## src/rtl/majority_window_filter.sv

```systemverilog
// Per-channel sliding-window vote filter: each channel keeps its last WINDOW accepted bits
// plus a running ones-count, and emits a registered majority/unanimity/threshold decision.
module majority_window_filter #(
  parameter int CHANNELS = 4,
  parameter int WINDOW   = 5,
  parameter int CW       = $clog2(WINDOW + 1)
) (
  input  logic                clk,
  input  logic                reset,
  input  logic                clear,
  input  logic                in_valid,
  input  logic [CHANNELS-1:0] in_data,
  input  logic [1:0]          mode,
  input  logic [CW-1:0]       threshold,
  output logic                out_valid,
  output logic [CHANNELS-1:0] out_data,
  output logic                filled
);

  // Handshake: a sample is taken on every rising edge with in_valid=1 and clear=0; there is
  // no ready/backpressure, and out_valid is a single-cycle pulse with out_data valid in that cycle.

  typedef enum logic {
    FILLING = 1'b0,
    RUNNING = 1'b1
  } state_t;

  localparam logic [CW-1:0] MAJ_LEVEL = CW'((WINDOW + 1) / 2);
  localparam logic [CW-1:0] WIN_FULL  = CW'(WINDOW);
  localparam logic [CW-1:0] FILL_LAST = CW'(WINDOW - 1);

  state_t                state_q, state_d;
  logic [CW-1:0]         fill_q, fill_d;
  logic [WINDOW-1:0]     win_q    [CHANNELS];
  logic [CW-1:0]         cnt_q    [CHANNELS];
  logic [CW-1:0]         cnt_next [CHANNELS];
  logic [CHANNELS-1:0]   vote;
  logic                  accept;

  assign accept = in_valid & ~clear;
  assign filled = (state_q == RUNNING);

  always_comb begin
    state_d = state_q;
    fill_d  = fill_q;
    if (accept && state_q == FILLING) begin
      fill_d = fill_q + CW'(1);
      if (fill_q == FILL_LAST) state_d = RUNNING;
    end
  end

  // Subtract the departing bit before adding the new one so the count never exceeds WINDOW.
  always_comb begin
    vote = '0;
    for (int c = 0; c < CHANNELS; c++) begin
      cnt_next[c] = cnt_q[c]
                  - CW'((state_q == RUNNING) ? win_q[c][WINDOW-1] : 1'b0)
                  + CW'(in_data[c]);
      case (mode)
        2'b01:   vote[c] = (cnt_next[c] == WIN_FULL);
        2'b10:   vote[c] = (cnt_next[c] >= threshold);
        default: vote[c] = (cnt_next[c] >= MAJ_LEVEL);
      endcase
    end
  end

  always_ff @(posedge clk) begin
    if (reset || clear) begin
      state_q   <= FILLING;
      fill_q    <= '0;
      out_valid <= 1'b0;
      out_data  <= '0;
      for (int c = 0; c < CHANNELS; c++) begin
        win_q[c] <= '0;
        cnt_q[c] <= '0;
      end
    end else begin
      state_q   <= state_d;
      fill_q    <= fill_d;
      out_valid <= 1'b0;
      if (in_valid) begin
        for (int c = 0; c < CHANNELS; c++) begin
          win_q[c] <= {win_q[c][WINDOW-2:0], in_data[c]};
          cnt_q[c] <= cnt_next[c];
        end
        if (state_d == RUNNING) begin
          out_valid <= 1'b1;
          out_data  <= vote;
        end
      end
    end
  end

endmodule
```

## config.mk

```make
export PLATFORM = sky130hd
export DESIGN_NAME = majority_window_filter
export DESIGN_NICKNAME = d
export VERILOG_FILES = /design/src/rtl/majority_window_filter.sv
export SDC_FILE = /design/constraint.sdc
export NUM_CORES = 1
export LEC_CHECK = 0
export CORE_ASPECT_RATIO = 1.5
export CORE_MARGIN = 2
export CORE_UTILIZATION = 57
export DETAILED_ROUTE_END_ITERATION = 16
export GPL_TIMING_DRIVEN = 0
export MAX_ROUTING_LAYER = met4
export PLACE_DENSITY = 0.82
export SYNTH_ARGS = -nofsm -noshare
export SYNTH_HDL_FRONTEND = slang
export SYNTH_SLANG_ARGS = --single-unit
export TNS_END_PERCENT = 50
```

## constraint.sdc

```tcl
create_clock -name clk -period 3.2 [get_ports clk]
set_input_delay 0.32 -clock clk [delete_from_list [all_inputs] [get_ports clk]]
set_output_delay 0.32 -clock clk [all_outputs]
set_load 0.03 [all_outputs]
```

# After elaboration in Yosys (flattened, before gate mapping)
# Memories as Yosys holds them, arrays and structs flattened.
# Index checks and enable logic that the tools add are counted.
word_totals:
  mem_bits_ro: 0
  reg_bits: 9
  inputBits: 13
  latch_bits: 0
  n_memories: 2
  out_inout_bits: 6
  elab_cells: 70
  ramBits: 32
op_classes:
  n_div: 0
  shift: 0
  bitwise_logic: 12
  n_mul: 0
  n_eq_ne: 7
  magnitude_cmp: 8
  reduce_logical: 4
  addsub: 9
  mux: 24
mem_list:
  columns: ["name", "depth", "word_bits", "rd", "rd_clocked_by_memory_dff", "write_ports", "line", "source"]
  rows:
  - ["win_q", 4, 5, 4, 0, 4, "34", "logic [WINDOW-1:0] win_q [CHANNELS];"]
  - ["cnt_q", 4, 3, 4, 0, 4, "35", "logic [CW-1:0] cnt_q [CHANNELS];"]
op_table:
  columns: ["operator", "n"]
  rows:
  - ["$mux W5", 4]
  - ["$eq A3 B3 Y1 const B", 5]
  - ["$add A3 B1 Y3", 4]
  - ["$ge A3 B2 Y1 const B", 4]
  - ["$ge A3 B3 Y1", 4]
  - ["$mux W1", 12]
  - ["$mux W3", 4]
  - ["$sub A3 B1 Y3", 4]
  - ["$or A1 B1 Y1", 8]
  - ["$pmux W1 S2", 4]
  - ["$add A3 B1 Y3 const B", 1]
  - ["$not A1 Y1", 3]
  - ["$eq A2 B1 Y1 const B", 1]
  - ["$eq A2 B2 Y1 const B", 1]
  - ["$reduce_and A2 Y1", 1]
  - ["$reduce_or A2 Y1", 1]
  - ["$and A1 B1 Y1", 1]
  - ["$logic_and A1 B1 Y1", 1]
  - ["$logic_or A1 B1 Y1", 1]

# Longest topological paths before layout
# Gate-level depths: netlist of run 1.
depth:
  word_depth: 5
  mapped_depth: 13
  ltp_nobuf: 13

# Least setup slack after synthesis of run 1
# No wires, ideal clock.
synth_timing:
  kind: "register to register"
  from: "reg state_q, in the netlist filled"
  to: "reg out_data[3]"
  setup_slack_ps: 360
  synth_period_minus_slack_ps: 2840
  setup_ps: 117
  stages_incl_launch_ff: 14
  arrival_time_ps: 2723
  path_buffers: 0
  required_time_ps: 3083
  path_cell_list: "dfxtp_1 > and2_1 > ha_1 > inv_1 > ha_1 > inv_1 > fa_1 > xnor2_1 > xor2_1 > inv_1 > ha_1 > a211oi_1 > o221ai_1 > a22o_1"
synth_rtl:
  columns: ["item", "line", "source"]
  rows:
  - ["from (decl)", "32", "state_t state_q, state_d;"]
  - ["from (signal assigned)", "78", "state_q <= state_d;"]
  - ["to (signal assigned)", "88", "out_data <= vote;"]
  - ["to (decl)", "16", "output logic [CHANNELS-1:0] out_data,"]

==> flow_summary.toml, run 1 <==
[floorplanning]
design.core.area_um2 = 3720
fp-row-count = 27
dieArea_um2 = 4450
ios = 19
die_h_um = 80.7
die_w_um = 55.1
start_util = 0.601

[timing]
timing.fmax_mhz = 342
worst_slack_ns = 0.280
fin_crit_ns = 2.92
rsz0062_at_grt = "no"
tns_ns = 0
fin_skew_ns = 0.00415
slew_viol_final = 0
relSlewSlack = 0.523
worstMarginPinSlew_ns = 0.716
hold_slack_ns = 0.497
setup-violations-final = 0
hold_violations = 0
period_share = 0.912

[critical_path]
arrival_ns = 3.11
cp_slowest_cell = "edfxtp_1"
required_ns = 3.39
slowest_delay_ns = 0.37
crit_type = "flip-flop to flip-flop"
crit_buf_inv = 3
critPathLaunchType = "flip-flop"
cp_max_fo = 4
critical-path-top-delay-family = "adder cells"
end_kind = "flip-flop"
path_cells = "and2_1 -> ha_1 -> inv_1 -> ha_1 -> inv_1 -> fa_1 -> xnor2_1 -> xor2_1 -> inv_1 -> ha_1 -> a211oi_1 -> o221ai_1 -> a22o_1"

[routing]
remaining_drc_errors = 0
dr.pass1.iters = 4
wl_per_cell_um = 13.8
antenna_left = 0
post_drt_via_cell_ratio = 5.16
vias = 1388
drt_iter0_drc = 32
drt_wl_total_um = 3720

[clock_network]
cts.htree.levels = 2
clk_pin_slew_ns = 0.08
tritoncts = "built"
cts_num_sinks = 41
cts_buffers = 5
clockRootBuffer = "clkbuf_8"
clkLatencyLatePin_ns = 0.29
clockBufferDepth = 2
cts_hold_buf = 0

[grt]
grt_use_total = 0.208
grt_pass1_vias = 1459
grt_antenna_before_repair = 0
grt_pass1_wl_um = 6290
grt_max_degree = 33
overflow = 0

[power_and_ir_drop]
finalPower_mw = 1.16
p_leak_nw = 1.16
peakVddDrop_mv = 0.369
powerDensity_nw_per_um2 = 445

[layout]
antenna_cells = 0
area_delta_synth_final_pct = 16.2
layout-drive-gt1-share = 0.0531
num-nets-final = 266
fill_cells = 289

[synth]
syn_inst = 200
syn-num-nets = 241
synth_area_leaders = "edfxtp_1 (43%), ha_1 (13%), dfxtp_1 (8.1%)"
yosysSeqAreaShare = 0.511
synthXorXnorAreaFrac = 0.0392
synth_seq_cells = 41
synth_top_area_share = 0.430
syn_area_per_cell_um2 = 11.2
synth_cell_type_count = 23
synth_mux_area_frac = 0
yosysWarnings = 0
synth_top_family_by_area = "adder cells"
synth_fa_ha_area_frac = 0.170
synth_largest_area_cell = "edfxtp_1"
synth-simple-area-share = 0.149
synth_compound_area_frac = 0.0722
syn-cell-area_um2 = 2230

[placed_design]
place_congestion = 0.802
dp_slack_ns = 0.177
port-buffer-count = 18
hpwl_um = 2700

[run_status]
status = "completed"

[hold_path]
hold_class = "flip-flop to flip-flop"

[job]
maxCapViolations = 0
==> report_power, final <==
group | internal (mW) | switching [mW] | total (mW)
Combinational | 0.0647 | 0.0825 | 0.147
Clock | 0.229 | 0.176 | 0.406
Sequential | 0.594 | 0.00889 | 0.603
Total | 0.888 | 0.268 | 1.16
==> area by class of cell <==
| type | instances | area (um^2) | area share |
|---|---|---|---|
| flip-flops and latches | 41 | 1140 | 0.440 |
| repair buffers | 18 | 180 | 0.0694 |
| clock buffers | 5 | 68.8 | 0.0265 |
| clock inverters | 3 | 41.3 | 0.0159 |
| multi-input cells | 124 | 978 | 0.377 |
| plain buffers | 3 | 11.3 | 0.00434 |
| inverters | 32 | 120 | 0.0463 |
| well taps | 43 | 53.8 | 0.0207 |
==> through the flow <==
stage                     std cells  area (um^2)  utilization
after floorplan                 200         2230            -
after global placement          261         2470        0.664
after detailed placement        261         2470        0.664
after CTS                       269         2580        0.694
after global routing            269         2600        0.699
final                           269         2600        0.699
==> per-layer routing <==
layer	wire length [um]	part of all wire	global-route usage	vias up
li1	-	-	-	721
met1	1700	0.46	0.240	639
met2	1860	0.50	0.344	23
met3	115	0.031	0.0502	5
met4	53	0.014	0.0732	0
met5	0	0	-	-
==> worst paths after layout <==
check | start | to | slack, ns | cells after the start
max | win_q[0][4]$_SDFFCE_PN0P_ | out_data[0]$_SDFFE_PP0P_ | 0.28 | 13
min | out_data[1]$_SDFFE_PP0P_ | out_data[1]$_SDFFE_PP0P_ | 0.50 | 1
max reg2reg | win_q[0][4]$_SDFFCE_PN0P_ | out_data[0]$_SDFFE_PP0P_ | 0.28 | 13
min reg2reg | out_data[1]$_SDFFE_PP0P_ | out_data[1]$_SDFFE_PP0P_ | 0.50 | 1
==> registers in the layout (all words and copies together), names as in the netlist <==
signal	count
cnt_q	12
out_valid	1
out_data	4
win_q	20
filled	1
fill_q	3
==> cell usage in the layout, fill, tap and decap left out <==
| cell | synthesis | final |
|---|---|---|
| inv_1 | 32 | 32 |
| edfxtp_1 | 32 | 32 |
| and2_1 | 24 | 24 |
| ha_1 | 24 | 24 |
| nor2_1 | 19 | 19 |
| clkdlybuf4s50_1 | 0 | 18 |
| dfxtp_1 | 9 | 8 |
| nand2_1 | 6 | 6 |
| xnor2_1 | 5 | 5 |
| nand2b_1 | 5 | 5 |
| a31oi_1 | 5 | 5 |
| clkbuf_8 | 0 | 5 |
| nand3_1 | 4 | 4 |
| a211oi_1 | 4 | 4 |
| o21ai_0 | 4 | 4 |
| o221ai_1 | 4 | 4 |
| a22o_1 | 4 | 4 |
| fa_1 | 4 | 4 |
| xor2_1 | 5 | 3 |
| clkbuf_1 | 3 | 3 |
| xor2_2 | 0 | 2 |
| a21oi_1 | 2 | 2 |
| nor2b_1 | 2 | 2 |
| or3_2 | 0 | 1 |
| nor3b_2 | 1 | 1 |
| or2_1 | 1 | 1 |
| clkinvlp_4 | 0 | 1 |
| clkinv_1 | 0 | 1 |
| bufinv_16 | 0 | 1 |
| dfxtp_2 | 0 | 1 |
==> cells by family after synthesis <==
logic type               Yosys count
adder cells (fa/ha/maj)           28
AND/OR/NAND/NOR                   63
flip-flops                        41
buffers and inverters             35
AO/OA/AOI/OAI                     23
XOR/XNOR                          10
==> worst reg2reg max path, cell delays in order (launching register included) <==
cell	delay, ns
edfxtp_1	0.37
and2_1	0.17
ha_1	0.26
inv_1	0.06
ha_1	0.13
inv_1	0.05
fa_1	0.37
xnor2_1	0.20
xor2_1	0.32
inv_1	0.08
ha_1	0.20
a211oi_1	0.22
o221ai_1	0.16
a22o_1	0.22
==> cells in the mapped netlist <==
library cell,count
a211oi_1,4
a21oi_1,2
a22o_1,4
a31oi_1,5
and2_1,24
clkbuf_1,3
dfxtp_1,9
edfxtp_1,32
fa_1,4
ha_1,24
inv_1,32
nand2_1,6
nand2b_1,5
nand3_1,4
nor2_1,19
nor2b_1,2
nor3b_2,1
o21ai_0,4
o221ai_1,4
or2_1,1
or3_1,1
xnor2_1,5
xor2_1,5
==> what timing repair did <==
action | 4_1_cts | 5_1_grt
buffers inserted | 0 | 0
setup endpoints to repair | 0 | 3
gates resized for setup | 0 | 3
(Power assumes the default switching activity.)
==> run 2, diff against run 1 <==
Settings changed: CAP_MARGIN from default to 20, CTS_CLUSTER_DIAMETER from default to 100.
==> run 2 against run 1 <==
Register-to-register slack worse by 0.02 ns. Hold slack better by 0.0040 ns. Final cell count rose by 0.37%. Total power increased by 1.2%.
==> flow_summary.toml, run 2 (synthesized netlist as in run 1, its figures left out) <==
[timing]
rsz0062_at_grt = "no"
timing.fmax_mhz = 340
slew_viol_final = 0
hold_violations = 0
relSlewSlack = 0.443
fin_crit_ns = 2.94
worstMarginPinSlew_ns = 0.835
hold_slack_ns = 0.501
period_share = 0.918
tns_ns = 0
worst_slack_ns = 0.261
fin_skew_ns = 0.00619
setup-violations-final = 0

[floorplanning]
dieArea_um2 = 4450
start_util = 0.601
design.core.area_um2 = 3720
ios = 19
fp-row-count = 27
die_h_um = 80.7
die_w_um = 55.1

[clock_network]
clockRootBuffer = "clkbuf_8"
cts_num_sinks = 41
cts_hold_buf = 0
cts.htree.levels = 2
post-cts-setup-buffer-count = 0
cts_resized = 0
clockBufferDepth = 2
clk_pin_slew_ns = 0.08
tritoncts = "built"
cts_buffers = 5
clkLatencyLatePin_ns = 0.29

[power_and_ir_drop]
peakVddDrop_mv = 0.405
combPwrFrac = 0.128
finalPower_mw = 1.17
p_switching_mw = 0.276
powerDensity_nw_per_um2 = 446
internal-power_mw = 0.894
switching_share = 0.236
p_leak_nw = 1.17
pwr-share-clk = 0.357
seq_power_share = 0.515

[critical_path]
cp_max_fo = 4
critPathLaunch = "win_q[0][4]$_SDFFCE_PN0P_"
end_kind = "flip-flop"
cp_slowest_cell = "fa_1"
critPathLaunchType = "flip-flop"
required_ns = 3.39
r2r_cells = 13
crit_path_end = "out_data[0]$_SDFFE_PP0P_"
crit_type = "flip-flop to flip-flop"
path_cells = "and2_1 -> ha_1 -> inv_1 -> ha_1 -> inv_1 -> fa_1 -> xnor2_1 -> xor2_2 -> inv_1 -> ha_1 -> a211oi_1 -> o221ai_1 -> a22o_1"
slowest_delay_ns = 0.38
r2r-start = "win_q[0][4]$_SDFFCE_PN0P_"
arrival_ns = 3.13
rr_endpoint = "out_data[0]$_SDFFE_PP0P_"
r2r_slack_ns = 0.26

[placed_design]
dp.cells = 262
placed_area_um2 = 2480
dp_slack_ns = 0.176
port-buffer-count = 18
place_congestion = 0.802
hpwl_um = 2770

[routing]
drt_wl_total_um = 3720
dr.max_layer_used = "met4"
dr.pass1.iters = 4
vias = 1423
antenna_left = 0
drt_iter0_drc = 30
wl_met3_um = 82
post_drt_via_cell_ratio = 5.27
wl_met1_um = 1690
remaining_drc_errors = 0
wl_met2_um = 1880
wl_per_cell_um = 13.8

[job]
maxCapViolations = 0

[layout]
reg_top3 = "win_q (20), cnt_q (12), out_data (4)"
largest_reg_flops = 20
layout_common_cells = "inv_1 (32), edfxtp_1 (32), and2_1 (24), ha_1 (24), nor2_1 (19)"
final_util = 0.706
stdcell_area_um2 = 2620
antenna_cells = 0
num-nets-final = 267
layout-drive-gt1-share = 0.0617
fin_cells = 270
area_delta_synth_final_pct = 17.4
regMostFlops = "win_q"

[grt]
grt_antenna_before_repair = 0
grt_pass1_wl_um = 6350
overflow = 0
grt_max_degree = 20
grt_use_total = 0.210
grt_pass1_vias = 1434

[hold_path]
hold_class = "flip-flop to flip-flop"

[run_status]
status = "completed"
## run 2: changes by cell type in the layout (fill, tap and decap cells not counted)
cell / change
or3_1: +1
clkinv_1: -1
xor2_2: +1
clkinv_4: +1
xor2_1: -1
buf_8: +1
or3_2: -1
## run 2: worst min path at each step
stage,startpoint,end,slack [ns],cells after the start
floorplan,in_valid,filled$_SDFF_PP0_,0.49,2
global placement,out_data[3]$_SDFFE_PP0P_,out_data[3]$_SDFFE_PP0P_,0.47,1
detailed placement,out_data[1]$_SDFFE_PP0P_,out_data[1]$_SDFFE_PP0P_,0.47,1
CTS,out_data[1]$_SDFFE_PP0P_,out_data[1]$_SDFFE_PP0P_,0.50,1
global route,out_data[3]$_SDFFE_PP0P_,out_data[3]$_SDFFE_PP0P_,0.53,1
finish,out_data[1]$_SDFFE_PP0P_,out_data[1]$_SDFFE_PP0P_,0.50,1
## run 2: final cells by class
class / count / area, um^2
Tap cell: 43 / 53.8
Sequential cell: 41 / 1140
Fill cell: 287 / 1090
Inverter: 32 / 120
Timing Repair Buffer: 19 / 195
Buffer: 3 / 11.3
Clock buffer: 5 / 68.8
Clock inverter: 3 / 46.3
Multi-Input combinational cell: 124 / 985
## run 2: power by group through the flow
stage          Combinational (mW)  Sequential [mW]  Clock (mW)
3_5_place_dp                0.146            0.614           0
2_1_floorplan              0.0987            0.612           0
6_report                    0.149            0.603       0.418
4_1_cts                     0.148            0.602       0.422
5_1_grt                     0.174            0.606       0.443
3_3_place_gp                0.139            0.614           0
## run 2: worst max-delay path: cells and delay by family (launching register included)
| kind | cells | cell delay [ns] |
|---|---|---|
| AO/OA/AOI/OAI | 3 | 0.64 |
| AND/OR/NAND/NOR | 1 | 0.17 |
| adder cells (fa/ha/maj) | 4 | 0.96 |
| flip-flops | 1 | 0.37 |
| buffers and inverters | 3 | 0.17 |
| XOR/XNOR | 2 | 0.51 |
## run 2: per-layer routing
layer / track usage / vias to the layer above
li1: - / 721
met1: 0.259 / 677
met2: 0.339 / 19
met3: 0.0390 / 6
met4: 0.0732 / 0
met5: - / -
